===== src/rtl/apb_timer_mch.sv =====
// Multi-channel APB timer: NUM_CH up/down counters with auto-reload, sticky flags and registered irqs.
// Latency: writes land on the access-phase edge, reads are combinational, irq follows its flag by one pclk.
// Backpressure: none; pready is tied high and every access completes in one access phase.
module apb_timer_mch #(
    parameter int CNT_WIDTH = 16,
    parameter int NUM_CH    = 4
) (
    input  logic              pclk,
    input  logic              preset,
    input  logic              psel,
    input  logic              penable,
    input  logic              pwrite,
    input  logic [7:0]        paddr,
    input  logic [31:0]       pwdata,
    output logic [31:0]       prdata,
    output logic              pready,
    output logic              pslverr,
    output logic [NUM_CH-1:0] irq
);
    localparam logic [4:0]           NUM_CH_L = 5'(NUM_CH);
    localparam logic [CNT_WIDTH-1:0] CNT_MAX  = '1;
    localparam logic [CNT_WIDTH-1:0] CNT_ONE  = CNT_WIDTH'(1);

    logic                     access;
    logic                     addr_bad;
    logic                     bus_wr;
    logic                     bus_rd;
    logic [1:0]               reg_sel;
    logic [3:0]               presc;
    logic [NUM_CH-1:0]        ch_hit;
    logic [NUM_CH-1:0][31:0]  rd_word;

    assign access   = psel & penable;
    assign addr_bad = ({1'b0, paddr[7:4]} >= NUM_CH_L) || (paddr[1:0] != 2'b00);
    assign bus_wr   = access & pwrite & ~addr_bad;
    assign bus_rd   = access & ~pwrite & ~addr_bad;
    assign reg_sel  = paddr[3:2];
    assign pready   = 1'b1;
    assign pslverr  = access & addr_bad;

    always_ff @(posedge pclk) begin
        if (preset) begin
            presc <= '0;
        end else begin
            presc <= presc + 4'd1;
        end
    end

    always_comb begin
        prdata = '0;
        if (bus_rd) begin
            for (int n = 0; n < NUM_CH; n++) begin
                prdata = prdata | rd_word[n];
            end
        end
    end

    for (genvar n = 0; n < NUM_CH; n++) begin : g_ch
        logic [CNT_WIDTH-1:0] tdr;
        logic [CNT_WIDTH-1:0] tcnt;
        logic [CNT_WIDTH-1:0] tcnt_nxt;
        logic [7:0]           tcr;
        logic [1:0]           tsr;
        logic [1:0]           tsr_set;
        logic [1:0]           tsr_keep;
        logic                 tick;
        logic                 irq_q;
        logic                 wr_ch;

        assign ch_hit[n] = (paddr[7:4] == 4'(n));
        assign wr_ch     = bus_wr & ch_hit[n];

        // A tick fires when the low clk_sel+1 prescaler bits are all ones.
        always_comb begin
            unique case (tcr[1:0])
                2'd0:    tick = presc[0];
                2'd1:    tick = &presc[1:0];
                2'd2:    tick = &presc[2:0];
                default: tick = &presc;
            endcase
        end

        always_comb begin
            tcnt_nxt = tcnt;
            tsr_set  = 2'b00;
            if (tcr[7]) begin
                tcnt_nxt = tdr;
            end else if (tcr[4] && tick) begin
                if (tcr[5]) begin
                    if (tcnt == '0) begin
                        tcnt_nxt   = tcr[6] ? tdr : CNT_MAX;
                        tsr_set[1] = 1'b1;
                    end else begin
                        tcnt_nxt = tcnt - CNT_ONE;
                    end
                end else begin
                    if (tcnt == CNT_MAX) begin
                        tcnt_nxt   = tcr[6] ? tdr : '0;
                        tsr_set[0] = 1'b1;
                    end else begin
                        tcnt_nxt = tcnt + CNT_ONE;
                    end
                end
            end
        end

        // Written zeros clear flags; a same-edge set is OR-ed in last so it wins.
        assign tsr_keep = (wr_ch && reg_sel == 2'd2) ? pwdata[1:0] : 2'b11;

        always_ff @(posedge pclk) begin
            if (preset) begin
                tdr   <= '0;
                tcr   <= '0;
                tsr   <= '0;
                tcnt  <= '0;
                irq_q <= 1'b0;
            end else begin
                if (wr_ch && reg_sel == 2'd0) begin
                    tdr <= pwdata[CNT_WIDTH-1:0];
                end
                if (wr_ch && reg_sel == 2'd1) begin
                    tcr <= pwdata[7:0];
                end
                tsr   <= (tsr & tsr_keep) | tsr_set;
                tcnt  <= tcnt_nxt;
                irq_q <= (tsr[0] & tcr[3]) | (tsr[1] & tcr[2]);
            end
        end

        assign irq[n] = irq_q;

        assign rd_word[n] = !ch_hit[n]        ? 32'd0 :
                            (reg_sel == 2'd0) ? 32'(tdr) :
                            (reg_sel == 2'd1) ? {24'd0, tcr} :
                            (reg_sel == 2'd2) ? {30'd0, tsr} :
                                                32'(tcnt);
    end
endmodule


===== config.mk =====
export PLATFORM = sky130hd
export DESIGN_NAME = apb_timer_mch
export DESIGN_NICKNAME = d
export VERILOG_FILES = /design/src/rtl/apb_timer_mch.sv
export SDC_FILE = /design/constraint.sdc
export NUM_CORES = 1
export LEC_CHECK = 0
export CAP_MARGIN = 20
export CELL_PAD_IN_SITES_DETAIL_PLACEMENT = 0
export CELL_PAD_IN_SITES_GLOBAL_PLACEMENT = 2
export CORE_MARGIN = 5
export CORE_UTILIZATION = 35
export CTS_CLUSTER_SIZE = 20
export DETAILED_ROUTE_END_ITERATION = 6
export PLACE_DENSITY = 0.82
export SLEW_MARGIN = 20
export SYNTH_ARGS = -nofsm -noshare
export SYNTH_HDL_FRONTEND = slang
export SYNTH_SLANG_ARGS = --single-unit

===== constraint.sdc =====
create_clock -name pclk -period 3.4 [get_ports pclk]
set_clock_uncertainty 0.2 [all_clocks]
set_input_delay 0.51 -clock pclk [delete_from_list [all_inputs] [get_ports pclk]]
set_output_delay 0.51 -clock pclk [all_outputs]
set_load 0.005 [all_outputs]

Word level (Yosys, flattened, before mapping). Index checks and enable logic that the tools add are counted.

Register bits after elaboration: 176. Input port bits: 45. Output and inout bits: 38. Logic and storage cells: 195.

$add $sub $neg: 9. Magnitude comparators: 1. Equal/unequal tests: 17. Mux-type cells: 77. Bitwise logic cells: 35. Reduce and logical (&&, ||, !) cells: 35.

Operators by type and width (count): 2-to-1 mux 16 bit (44); OR 32 bit (3); adder 16 x 1 -> 16 bit, second input constant (4); equality test 16 bit, second input constant (4); zero test 16 bit (4); subtractor 16 x 1 -> 16 bit, second input constant (4); 2-to-1 mux 32 bit (1); 2-to-1 mux 2 bit (12); AND 1 bit (18); logical AND 1 bit (16); 2-to-1 mux 1 bit (16); one-hot mux 1 bit (3 select lines) (4); equality test 2 x 1 -> 1 bit, second input constant (5); equality test 2 bit, second input constant (5); zero test 2 bit (5); nonzero test 2 bit (5); AND 2 bit (4); equality test 4 x 2 -> 1 bit, second input constant (2); OR 2 bit (4); adder 4 x 1 -> 4 bit, second input constant (1); equality test 4 x 1 -> 1 bit, second input constant (1); greater-or-equal comparator 4 x 3 -> 1 bit, second input constant (1); zero test 4 bit (1); OR 1 bit (4); other kinds (5) (6).

Longest topological paths before layout.
Depth in word-level cells: 9. Mapped depth: 10. Gate-level depth less buffers: 8.

Least setup slack after synthesis. Ideal clock, no wire load.

Kind: input to output. Start point: in paddr[3]. End point: out prdata[14]. Arrival: 1.981 ns. Required time: 2.690 ns. Slack: 0.709 ns. Stages: 8. Path buffers: 4. Cell sequence: buf_2 buf_2 clkbuf_1 clkbuf_1 a21oi_1 nand2_1 nand2_1 a31oi_1.

Longest elaborated chain between the ends: 9. Elaborated cells between the ends (all ways): 23. Classes of those cells: 2 x eq/ne; 17 x mux; 3 x bitwise; 1 x reduce/logical.

Ends and longest elaborated chain: from (decl) (RTL line 13) `input logic [7:0] paddr,`; equality test 2 bit (RTL line 135) `(reg_sel == 2'd2) ? {30'd0, tsr} :`; 2-to-1 mux 16 bit (RTL line 135); 2-to-1 mux 16 bit (RTL line 134) `(reg_sel == 2'd1) ? {24'd0, tcr} :`; 2-to-1 mux 16 bit (RTL line 133) `(reg_sel == 2'd0) ? 32'(tdr) :`; 2-to-1 mux 16 bit (RTL line 132) `assign rd_word[n] = !ch_hit[n] ? 32'd0 :`; OR 32 bit (2 in series) (RTL line 53) `prdata = prdata | rd_word[n];`; OR 32 bit (*) (RTL line 53); 2-to-1 mux 32 bit (*) (RTL line 51) `if (bus_rd) begin`; to (decl) (RTL line 15) `output logic [31:0] prdata,`.

Every way passes the cells marked *; elsewhere a longest branch is shown, timed or not.

Worst setup path after layout.
Start point: in paddr[0]. End point: out prdata[13].

Longest elaborated chain between the ends: 5.

Ends and longest elaborated chain: nonzero test 2 bit (RTL line 34) `assign addr_bad = ({1'b0, paddr[7:4]} >= NUM_CH_L) || (paddr[1:0] != 2'b00);`; logical OR 1 bit (RTL line 34); NOT 1 bit (RTL line 36) `assign bus_rd = access & ~pwrite & ~addr_bad;`; AND 1 bit (RTL line 36); 2-to-1 mux 32 bit (RTL line 51).

No other way between the ends.

==> metrics.md <==
| Metric | Value |
|---|---|
| Status | completed |
| First-pass iteration count of the detailed router | 7 |
| # fillers | 3,828 |
| Worst path most repeated cell | buf_4 |
| Aggregate global routing overflow | 0 |
| Site row count | 70 |
| CP Class | input port to output port |
| Post-synth EDFFs | 0 |
| Die height | 203.2 um |
| Post-route ant nets | 0 |
| Least-Margin Pin Slew | 1.005 ns |
| Post-route DRC violation count | 0 |
| Most used DFF post-synth | dfxtp_1 |
| Min Tclk post-route | 3.347 ns |
| # H-tree levels | 4 |
| Initial DRC count | 1,826 |
| Worst-skew pair later-pin latency | 0.46 ns |
| Max Cap Violations | 0 |
| Core Region | 0.03670 mm2 |
| Worst hold stages | 2 |
| Initial antenna violation count | 0 |
| Worst Path Buf+Inv | 5 |
| Die Area | 0.04128 mm2 |
| Die Span X | 203.2 um |
| Top cells by area, synth | dfxtp_1, nand2_1, a21oi_1 |
| TritonCTS clock tree | done |
| Worst-case clock buffer depth | 2 |
| Final setup fails | 0 |
| CP Data Required Time | 2.69 ns |
| Gpl congestion | 0.9703 |
| Maximum vdd drop | 377.5 uV |
| Final slew viol count | 0 |
| Pin count of the biggest net entering global routing | 126 |
| Dpl hpwl | 41.24 mm |
| Final Instance Count excl. Fillers | 2,298 |
| Starting Density | 35.59% |
| Worst relative slew slack | 32.72% |
| NumNets Final | 1,876 |
| RSZ-0062 raised after global routing | false |
| Cells after synthesis | 1,786 |
| R2R Setup Slk | 0.43 ns |
| Leak | 0.005161 uW |
| IO buf count | 49 |
| Slowest cell on crit path | clkdlybuf4s50_1 |
| Hold Vio Cnt, Final | 0 |
| Post-synth top area cell | dfxtp_1 |
| DP Area | 0.01448 mm2 |
| Clock Root Buffer | clkbuf_16 |
| Antenna cells | 0 |
| GRT Total Usage | 26.67% |
| Worst hold start | preset |
| Async S/R FF share, synth | 0% |
| Warnings, synthesis | 0 |
| CP Capture Type | output port |
| Avg Cell Area, Syn | 7.314 um2 |
| Synthesized cell area | 0.01306 mm2 |
| Tcrit/Tclk final | 98.45% |
| Synthesis-to-layout area growth | 15.79% |
| Most frequent cells in the layout | nand2_1, dfxtp_1, a21oi_1 |
| Clock sinks | 176 |
| Highest Clock Rate | 298.7 MHz |
| Critical path's top delay family | buffers and inverters |
| WHS Endpoint | g_ch[1].irq_q$_SDFF_PP0_ |
| Critical path cell sequence | clkdlybuf4s50_1, nor4_4, or3b_4, nor3b_2, buf_4, buf_4, nand2_1, a31oi_1, buf_4, dlygate4sd2_1 |
| Crit path largest cell delay | 0.45 ns |
| Hold Crit Class | input port to register |
| Vias in the first global route | 13,500 |
| Most common cell after layout, fill and taps aside | nand2_1 |
| Vias | 14,640 |
| TritonCTS Buffers | 17 |
| Post-synthesis register bit count | 176 |
| Worst Reg-to-Reg Cells | 8 |
| Worst path depth | 10 |
| Netlist cell types | 97 |
| Arr. time, crit path | 2.64 ns |
| Placed insts | 2,260 |
| Area share of the largest cell type after synthesis | 26.97% |
| Drt total wl | 57.23 mm |
| I/O pin count | 83 |
| Seq/Total Area, Yosys | 26.97% |
| Worst R2R Start | g_ch[2].tcnt[1]$_SDFFE_PP0P_ |
| RR Endpoint | g_ch[2].tcnt[7]$_SDFFE_PP0P_ |
| Routed len/inst | 24.90 um |
| Worst setup SP type | input port |
| PD cells | 284.0 mW/mm2 |
| Vias per inst | 6.370 |
| Final Instance Area | 0.01512 mm2 |
| First-pass GRT wire length | 85.76 mm |
| Critical path fanouts, max | 6 |
| Share of layout cells above drive strength 1 | 13.01% |
| Clock-pin slew on the worst setup and hold paths | 0.08 ns |
| Hold slack | 0.2609 ns |
-- cells by family after synthesis --
group | share of synthesized area (%)
AOI/OAI and AO/OA | 28.11
xor gates and xnor gates | 4.760
adders and majority gates | 1.341
buffers and inverters | 7.854
DFF | 26.97
muxes | 4.914
other | 0.05749
and+or+nand+nor | 25.99
-- stage by stage --
step | setup TNS, ns | total power (uW) | utilization (%) | setup slack (ns)
5_1_grt | 0 | 4396 | 41.21 | 0.001078
3_5_place_dp | -4.687 | 2357 | 39.46 | -0.4006
6_report | 0 | 4295 | 41.21 | 0.05269
3_3_place_gp | -4.377 | 2356 | 39.46 | -0.3319
4_1_cts | 0 | 4296 | 41.09 | 0.0001412
2_1_floorplan | 0 | 2233 | - | 0.7089
-- worst register-to-register path, cell delays in order (launching register included) --
cell and delay [ns]:
dfxtp_1 0.42, inv_1 0.12, ha_1 0.23, nor4b_1 0.47, nor2b_1 0.42, nand2_1 0.28, buf_4 0.24, o311ai_0 0.34
a31oi_1 0.13
-- power by group --
group / total [uW] / switching (uW) / internal, uW
clock network: 1970 / 971 / 1000
logic: 255 / 166 / 89.3
registers: 2070 / 3.63 / 2060
-- metal layers --
metal / wire [um] / part of all wire, % / vias to the layer above / GRT usage (%)
met1: 25440 / 44 / 7091 / 39.32
met2: 24590 / 43 / 845 / 39.51
met3: 5690 / 9.9 / 103 / 5.009
li1: - / - / 6600 / -
met5: 0 / 0 / - / 0
met4: 1505 / 2.6 / 0 / 7.998
-- Yosys cell counts (all sizes together), types with 11 or more instances --
| master | n |
|---|---|
| nand4 | 31 |
| dfxtp | 176 |
| a211oi | 19 |
| nor4 | 27 |
| buf | 65 |
| o22ai | 24 |
| nand2b | 13 |
| ha | 14 |
| inv | 44 |
| nor2 | 136 |
| nor3 | 38 |
| nand2 | 267 |
| o211ai | 15 |
| a22oi | 26 |
| a221oi | 15 |
| o21ai | 95 |
| mux2i | 45 |
| a31oi | 40 |
| a311oi | 24 |
| clkbuf | 124 |
| a21oi | 164 |
| a21o | 11 |
| and2 | 14 |
| a222oi | 16 |
| nand3 | 60 |
| xnor2 | 41 |
| and3 | 23 |
| xor2 | 30 |
-- state kept, by name (all words and copies together), names as in the netlist --
name,count
g_ch.tcnt,64
g_ch.tdr,64
g_ch.tcr,32
g_ch.tsr,8
g_ch.irq_q,4
presc,4
-- cell type report --
type	instances	area (um2)	area share, %
Sequential cell	176	3523	23.30
Timing Repair Buffer	186	1650	10.91
Multi-Input combinational cell	1389	8637	57.11
Inverter	47	176.4	1.166
Clock buffer	22	474.2	3.135
Tap cell	468	585.6	3.872
Clock inverter	10	77.57	0.5129
-- how the worst max path moves through the flow --
stage,start,end,slack (ns)
floorplan,paddr[3],prdata[14],0.71
finish,paddr[0],prdata[13],0.05
detailed placement,paddr[6],prdata[4],-0.40
global placement,paddr[6],prdata[9],-0.33
CTS,paddr[0],prdata[13],0.0001
global route,paddr[0],prdata[13],0.001
-- what timing repair did --
action	4_1_cts	5_1_grt
setup buffers	5	2
resized for setup	25	6
hold buffers	0	0
hold endpoints to repair	0	0
endpoints found under the setup margin	16	9
pin swaps	3	3
cloned	0	0
(Power assumes the default switching activity.)
